### config.mk
export PLATFORM = sky130hd
export DESIGN_NAME = mr_wb_arbiter
export DESIGN_NICKNAME = d
export VERILOG_FILES = /design/src/rtl/mr_wb_arbiter.sv
export SDC_FILE = /design/constraint.sdc
export NUM_CORES = 1
export LEC_CHECK = 0
export CORE_AREA = 8 8 115 117
export CTS_CLUSTER_SIZE = 24
export DETAILED_ROUTE_END_ITERATION = 12
export DIE_AREA = 0 0 123 125
export GPL_ROUTABILITY_DRIVEN = 0
export GPL_TIMING_DRIVEN = 0
export PLACE_DENSITY = 0.67
export SETUP_SLACK_MARGIN = 0.1
export SLEW_MARGIN = 20
export SYNTH_ARGS = -nofsm -noshare
export SYNTH_HDL_FRONTEND = slang
export SYNTH_SLANG_ARGS = --single-unit
### constraint.sdc
create_clock -name clk -period 2.2 [get_ports clk]
set_clock_uncertainty 0.2 [all_clocks]
set_input_delay 0.33 -clock clk [delete_from_list [all_inputs] [get_ports clk]]
set_output_delay 0.33 -clock clk [all_outputs]
set_load 0.02 [all_outputs]
### src/rtl/mr_wb_arbiter.sv
// ---------------------------------------------------------------------------
// mr_wb_arbiter
//
// Two-master, one-slave Wishbone B4 pipelined-mode arbiter. It shares one
// data/memory bus between the instruction-fetch master (m0) and the
// load/store master (m1). Ownership is decided once per bus cycle (a whole
// CYC assertion) and is held in a registered grant state. Round-robin
// tie-breaking uses a one-bit record of the most recent grant.
//
// The non-granted master always sees stall=1, ack=0 and err=0. It can
// therefore keep its strobe up with its normal stb/stall handshake until the
// bus is handed over.
//
// Parameters
//   XLEN       data width
//   XLEN_GRAN  number of dropped byte-address bits (word-granular address)
//
// Ports
//   clk, reset                  clock, synchronous active-high reset
//   mN_cyc_i/stb_i/we_i         master N cycle, strobe, write enable
//   mN_addr_i                   master N word address [XLEN-XLEN_GRAN]
//   mN_sel_i                    master N byte selects [XLEN/8]
//   mN_dat_i                    master N write data
//   mN_ack_o/err_o/stall_o      responses routed to master N
//   mN_dat_o                    read data to master N (slave data, ungated)
//   s_cyc_o/stb_o/we_o          slave-side controls
//   s_addr_o/sel_o/dat_o        slave address, byte selects, write data
//   s_ack_i/err_i/stall_i       slave responses
//   s_dat_i                     slave read data
//   gnt_o                       one-hot current grant (debug / perf counters)
// ---------------------------------------------------------------------------
module mr_wb_arbiter #(
    parameter int XLEN      = 32,
    parameter int XLEN_GRAN = 2
) (
    input  logic                      clk,
    input  logic                      reset,

    // master 0 (instruction fetch)
    input  logic                      m0_cyc_i,
    input  logic                      m0_stb_i,
    input  logic                      m0_we_i,
    input  logic [XLEN-XLEN_GRAN-1:0] m0_addr_i,
    input  logic [XLEN/8-1:0]         m0_sel_i,
    input  logic [XLEN-1:0]           m0_dat_i,
    output logic                      m0_ack_o,
    output logic                      m0_err_o,
    output logic                      m0_stall_o,
    output logic [XLEN-1:0]           m0_dat_o,

    // master 1 (load/store unit)
    input  logic                      m1_cyc_i,
    input  logic                      m1_stb_i,
    input  logic                      m1_we_i,
    input  logic [XLEN-XLEN_GRAN-1:0] m1_addr_i,
    input  logic [XLEN/8-1:0]         m1_sel_i,
    input  logic [XLEN-1:0]           m1_dat_i,
    output logic                      m1_ack_o,
    output logic                      m1_err_o,
    output logic                      m1_stall_o,
    output logic [XLEN-1:0]           m1_dat_o,

    // shared slave
    output logic                      s_cyc_o,
    output logic                      s_stb_o,
    output logic                      s_we_o,
    output logic [XLEN-XLEN_GRAN-1:0] s_addr_o,
    output logic [XLEN/8-1:0]         s_sel_o,
    output logic [XLEN-1:0]           s_dat_o,
    input  logic                      s_ack_i,
    input  logic                      s_err_i,
    input  logic                      s_stall_i,
    input  logic [XLEN-1:0]           s_dat_i,

    // debug
    output logic [1:0]                gnt_o
);

    typedef enum logic [1:0] {
        IDLE = 2'd0,
        GNT0 = 2'd1,
        GNT1 = 2'd2
    } state_t;

    state_t state;
    state_t state_next;

    // 0 = m0 was granted most recently, 1 = m1. Resets to 1 so that m0 wins
    // the first tie after reset.
    logic last_gnt;
    logic last_gnt_next;

    // Read data fans out to both masters unqualified; only the routed ack
    // tells a master the data belongs to it.
    assign m0_dat_o = s_dat_i;
    assign m1_dat_o = s_dat_i;

    // Grant state and round-robin history. A synchronous reset forces IDLE.
    // Because every slave-side output is decoded from this state, cyc/stb
    // drop on the same edge and any ack still in flight lands in IDLE, where
    // it is discarded.
    always_ff @(posedge clk) begin
        if (reset) begin
            state    <= IDLE;
            last_gnt <= 1'b1;
        end else begin
            state    <= state_next;
            last_gnt <= last_gnt_next;
        end
    end

    // Next-state decode and the combinational bus mux.
    // Requests seen in IDLE are granted on the next edge, which gives one
    // cycle of arbitration latency. A granted master keeps the bus for as
    // long as it holds cyc, with no preemption. The cycle in which it drops
    // cyc is the release cycle. In that cycle a waiting master is handed the
    // bus directly, with no IDLE bubble. The muxed s_cyc_o is already low in
    // that cycle, so the slave sees a proper cycle boundary.
    always_comb begin
        state_next    = state;
        last_gnt_next = last_gnt;

        s_cyc_o       = 1'b0;
        s_stb_o       = 1'b0;
        s_we_o        = 1'b0;
        s_addr_o      = '0;
        s_sel_o       = '0;
        s_dat_o       = '0;

        m0_ack_o      = 1'b0;
        m0_err_o      = 1'b0;
        m0_stall_o    = 1'b1;
        m1_ack_o      = 1'b0;
        m1_err_o      = 1'b0;
        m1_stall_o    = 1'b1;

        gnt_o         = 2'b00;

        case (state)
            IDLE: begin
                // On a tie, grant the master that was not granted last.
                if (m0_cyc_i && m1_cyc_i) begin
                    state_next = last_gnt ? GNT0 : GNT1;
                end else if (m0_cyc_i) begin
                    state_next = GNT0;
                end else if (m1_cyc_i) begin
                    state_next = GNT1;
                end
            end

            GNT0: begin
                gnt_o      = 2'b01;
                s_cyc_o    = m0_cyc_i;
                s_stb_o    = m0_stb_i;
                s_we_o     = m0_we_i;
                s_addr_o   = m0_addr_i;
                s_sel_o    = m0_sel_i;
                s_dat_o    = m0_dat_i;
                m0_stall_o = s_stall_i;
                m0_ack_o   = s_ack_i;
                m0_err_o   = s_err_i;
                if (!m0_cyc_i) begin
                    state_next = m1_cyc_i ? GNT1 : IDLE;
                end
            end

            GNT1: begin
                gnt_o      = 2'b10;
                s_cyc_o    = m1_cyc_i;
                s_stb_o    = m1_stb_i;
                s_we_o     = m1_we_i;
                s_addr_o   = m1_addr_i;
                s_sel_o    = m1_sel_i;
                s_dat_o    = m1_dat_i;
                m1_stall_o = s_stall_i;
                m1_ack_o   = s_ack_i;
                m1_err_o   = s_err_i;
                if (!m1_cyc_i) begin
                    state_next = m0_cyc_i ? GNT0 : IDLE;
                end
            end

            default: begin
                state_next = IDLE;
            end
        endcase

        // Record a grant only when it is newly entered. This covers the
        // grant from IDLE and the direct hand-over between masters.
        if (state_next == GNT0 && state != GNT0) begin
            last_gnt_next = 1'b0;
        end else if (state_next == GNT1 && state != GNT1) begin
            last_gnt_next = 1'b1;
        end
    end

endmodule
# Word-level counts from Yosys, hierarchy flattened
# Index checks and enable logic that the tools add are counted.
dict set report classes {
  n_eq_ne 6
  muxes 24
  reduce_logical 5
}
# op n
set ops {}
lappend ops {{case mux 32 bit (2 select lines)} 1}
lappend ops {{case mux 30 bit (2 select lines)} 1}
lappend ops {{two-way mux 2 bit} 7}
lappend ops {{two-way mux 1 bit} 9}
lappend ops {{case mux 4 bit (2 select lines)} 1}
lappend ops {{case mux 1 bit (2 select lines)} 3}
lappend ops {{case mux 2 bit (3 select lines)} 1}
lappend ops {{== test 2 x 1 -> 1 bit, second input constant} 2}
lappend ops {{== test 2 bit, second input constant} 2}
lappend ops {{case mux 2 bit (2 select lines)} 1}
lappend ops {{logical AND 1 bit} 3}
lappend ops {{logical NOT 2 bit} 1}
lappend ops {{!= test 2 x 1 -> 1 bit, second input constant} 1}
lappend ops {{!= test 2 bit, second input constant} 1}
lappend ops {{nonzero test 2 bit} 1}
dict set report word_totals {
  register_bits 3
  output_inout_bits 141
}

# Logic depth before layout (Yosys ltp)
# Gate-level depths: netlist (run 1).
dict set report logic_depth {
  depth_word 8
  ltp_mapped 6
}

# Worst setup path before layout (run 1)
# OpenSTA, ideal clock, no wires.
dict set report synth_timing {
  path_kind {flip-flop to output port}
  start {register state[0]}
  end {output port s_addr_o[0]}
  t_arrival_ns 1.626
  t_required_ns 1.670
  path_slack_ns 0.044
  path_stages_with_launch 6
  n_path_buf 2
  path_cell_list {dfxtp_1 > inv_1 > ha_1 > clkbuf_1 > clkbuf_1 > nor2b_1}
}
dict set report synth_between {
  elab_chain_cells 2
  word_cells_on_any_way 3
  classes_between {eq/ne (2); mux (1)}
}
# element line_no
set synth_rtl {}
lappend synth_rtl {{start, declared} 85} ;# state_t state;
lappend synth_rtl {{start signal, assigned} 107} ;# state <= state_next;
lappend synth_rtl {{== test 2 bit or == test 2 x 1 -> 1 bit (tied branches)} 139} ;# case (state)
lappend synth_rtl {{case mux 30 bit (2 select lines) (*)} 139}
lappend synth_rtl {{end, declared} 67} ;# output logic [XLEN-XLEN_GRAN-1:0] s_addr_o,
# Every way passes the cells marked *; elsewhere a longest branch is shown, timed or not.

# Final worst setup path (run 1)
dict set report layout_timing {
  start {register state[0]}
  end {output port s_sel_o[1]}
}
dict set report layout_between {
  elab_chain_cells 2
  word_cells_on_any_way 3
  classes_between {eq/ne (2); mux (1)}
}
# element line_no
set layout_rtl {}
lappend layout_rtl {{== test 2 bit or == test 2 x 1 -> 1 bit (tied branches)} 139}
lappend layout_rtl {{case mux 4 bit (2 select lines) (*)} 139}
lappend layout_rtl {{end, declared} 68} ;# output logic [XLEN/8-1:0] s_sel_o,
# Marked as above.

==> out/metrics.csv, run 1 <==
metric;value;unit
synth-edff-count;0;
ios;316;
yosys-top-cells-count;a22oi_1 (68), nor2b_1 (68), buf_4 (64);
synth_nets;442;
p_sw_frac;0.399;
grt_pass1_wl;17700;um
cpPeakStageDelay;350;ps
antenna_cells;0;
p_clk_frac;0.102;
core-area;0.0116;mm2
tightest_slew;322;ps
timing.hold.ws;334;ps
reg2reg_from;state[0];
path_cells;buf_12 -> ha_4 -> buf_12 -> buf_12 -> a22oi_2 -> nor2b_4 -> buf_6;
wl;12200;um
worstSetupPathType;reg2out;
reg2reg_depth;6;
critical-path-top-delay-family;buffers and inverters;
regToRegSetupSlack;220;ps
leakagePower;2.24;nW
cp.arrival;1590;ps
fmax;473;MHz
seq_power_share;0.031;
clock-root-buffer;clkbuf_16;
setup_violations;0;
synth_top_area_frac;0.278;
hold_depth;2;
first_global_vias;3283;
cp.buffers_inverters;4;
required;1670;ps
drc;0;
start_util;0.158;
synthCells;261;
grt_max_degree;11;
first_pass_iters;4;
max_slew_margin;0.784;
dominantRegCellSynth;dfxtp_1;
powerDensity;493;mW/mm2
tns;0;ps
area_growth;212;%
dpl_cell_area;0.00502;mm2
hold_class;reg2reg;
async_flop_share;0;
timing.rr.end;last_gnt;
dieHeight;125;um
cp-start-kind;register;
dp_cells;691;
dieArea;0.0154;mm2
cts_tree;done;
report.final.hold_viol_count;0;
routedWlPerCell;17.4;um
yosysSeqAreaShare;0.0327;
grt_use_total;0.143;
cp_max_fo;10;
ys_types;25;
drv_slew;0;
min_period;2120;ps
netlist_area;0.00184;mm2
critPathSlowestCell;dfxtp_4;
clock_latency;220;ps
antenna_found_initial;0;
power_frac_comb;0.867;
ys_top_cells_by_area;a22oi_1 (28%), buf_4 (26%), nor2b_1 (23%);
maxCapViolCount;0;
clock-sinks;3;
ir_drop;0.241;mV
vias;2955;
ant_nets;0;
p_int;1.70;mW
fin_crit_sh;0.962;
gr-total-overflow;0;
final_cells;705;
std_cell_rows;40;
finish.net_count;740;
synth.largest_area_cell;a22oi_1;
ys_warn_count;0;
p_sw;1.13;mW
clock_path_buffers;2;
cts_made_buffers;3;
fin_area;0.00574;mm2
io_buffers;283;
h-tree-depth;1;
rsz0062_at_grt;yes;
ctsHoldBuffers;0;
die_w;123;um
dp_hpwl;10100;um
path_clk_slew;30;ps
whs_endpoint;last_gnt;
drive_gt1_frac;0.572;
outcome;finished clean;
worstHoldStart;last_gnt;
drt_iter0_drc;35;
routed_via_density;4.19;
end_kind;output pin;
cp_common_cell;buf_12;
avgSynthCellArea;7.04;um2
total_power;2.83;mW
ys_seq_elements;3;
==> logic make-up after synthesis <==
family | Yosys count | synth area share
flops | 3 | 0.0327
fa+ha+maj | 6 | 0.0409
compound gates | 77 | 0.322
simple gates | 82 | 0.283
buf+inv | 93 | 0.322
==> cell usage in the layout, fill, tap and decap left out, drive strengths merged <==
cell	synthesis	final
o221ai	1	1
clkdlybuf4s15	0	1
ha	6	6
a2111oi	1	1
inv	6	6
and2	5	5
nor2b	68	68
a31oi	2	2
nand2	1	1
clkbuf	19	20
nor3	1	1
buf	68	155
a22oi	68	68
a22o	1	1
a311oi	1	1
and3b	2	2
or2	1	1
nand2b	3	3
and2b	1	1
clkdlybuf4s50	0	208
a211oi	1	1
a221o	1	1
a32oi	1	1
dfxtp	3	3
==> worst register-to-register path: stages, from the launching register on <==
cell,delay [ps]
dfxtp_4,350
buf_12,130
ha_4,170
a22o_1,250
a221o_1,390
a2111oi_2,210
o221ai_1,140
==> what timing repair did <==
| item | CTS | global route |
|---|---|---|
| pin swaps | 4 | 23 |
| cloned | 2 | 2 |
| setup buffers | 5 | 1 |
| hold endpoints to repair | 0 | 0 |
| resized for setup | 472 | 63 |
| setup endpoints to repair | 76 | 67 |
==> final cells by class <==
type                       count  area, um2
clock buffer                   4       78.8
inverter                       6       27.5
tap                          147        184
buffer                        87        841
sequential                     3       67.6
fill                        1097       5870
timing repair buffer         293       2770
multi-input combinational    165       1770
==> metal layers <==
layer,global-route usage,vias up,share of wire
met5,0,-,0
met4,0.0248,0,0.010
met3,0.0540,9,0.12
met2,0.281,164,0.54
met1,0.137,1329,0.33
li1,-,1453,-
==> worst max path at each step <==
stage                     startpoint     endpoint  slack [ps]  cells after the start
after global routing        state[0]  s_dat_o[29]          40                      7
after CTS                   state[0]  s_addr_o[3]          50                      7
after floorplan             state[0]  s_addr_o[0]         140                      5
after global placement      state[0]      s_stb_o        -870                      7
final                       state[0]   s_sel_o[1]          80                      7
after detailed placement    state[0]  s_addr_o[3]        -920                      6
==> power groups by stage <==
stage | sequential, mW | combinational, mW | clock [mW]
floorplan | 0.0790 | 1.09 | 0
global placement | 0.0825 | 1.92 | 0
global route | 0.0890 | 2.61 | 0.302
finish | 0.0873 | 2.46 | 0.289
detailed placement | 0.0837 | 1.95 | 0
CTS | 0.0869 | 2.35 | 0.294
==> sequential cells by signal (all words and copies together) (netlist names) <==
signal,cells
last_gnt,1
state,2
==> per-stage QoR <==
step,worst slack [ps],utilization
3_3_place_gp,-873,0.432
4_1_cts,47.9,0.478
3_5_place_dp,-923,0.432
6_report,84.2,0.494
5_1_grt,40.4,0.494
2_1_floorplan,136,-
No activity file was read; power rests on OpenSTA's default activity.
==> run 2: changes to the inputs <==
--- a/config.mk
+++ b/config.mk
@@ -5,6 +5,7 @@
 export SDC_FILE = /design/constraint.sdc
 export NUM_CORES = 1
 export LEC_CHECK = 0
+export CAP_MARGIN = 25
 export CORE_AREA = 8 8 115 117
 export CTS_CLUSTER_SIZE = 24
 export DETAILED_ROUTE_END_ITERATION = 12
==> results of run 2 <==
Same layout as run 1: the final DEF is identical, and so are final timing and power.
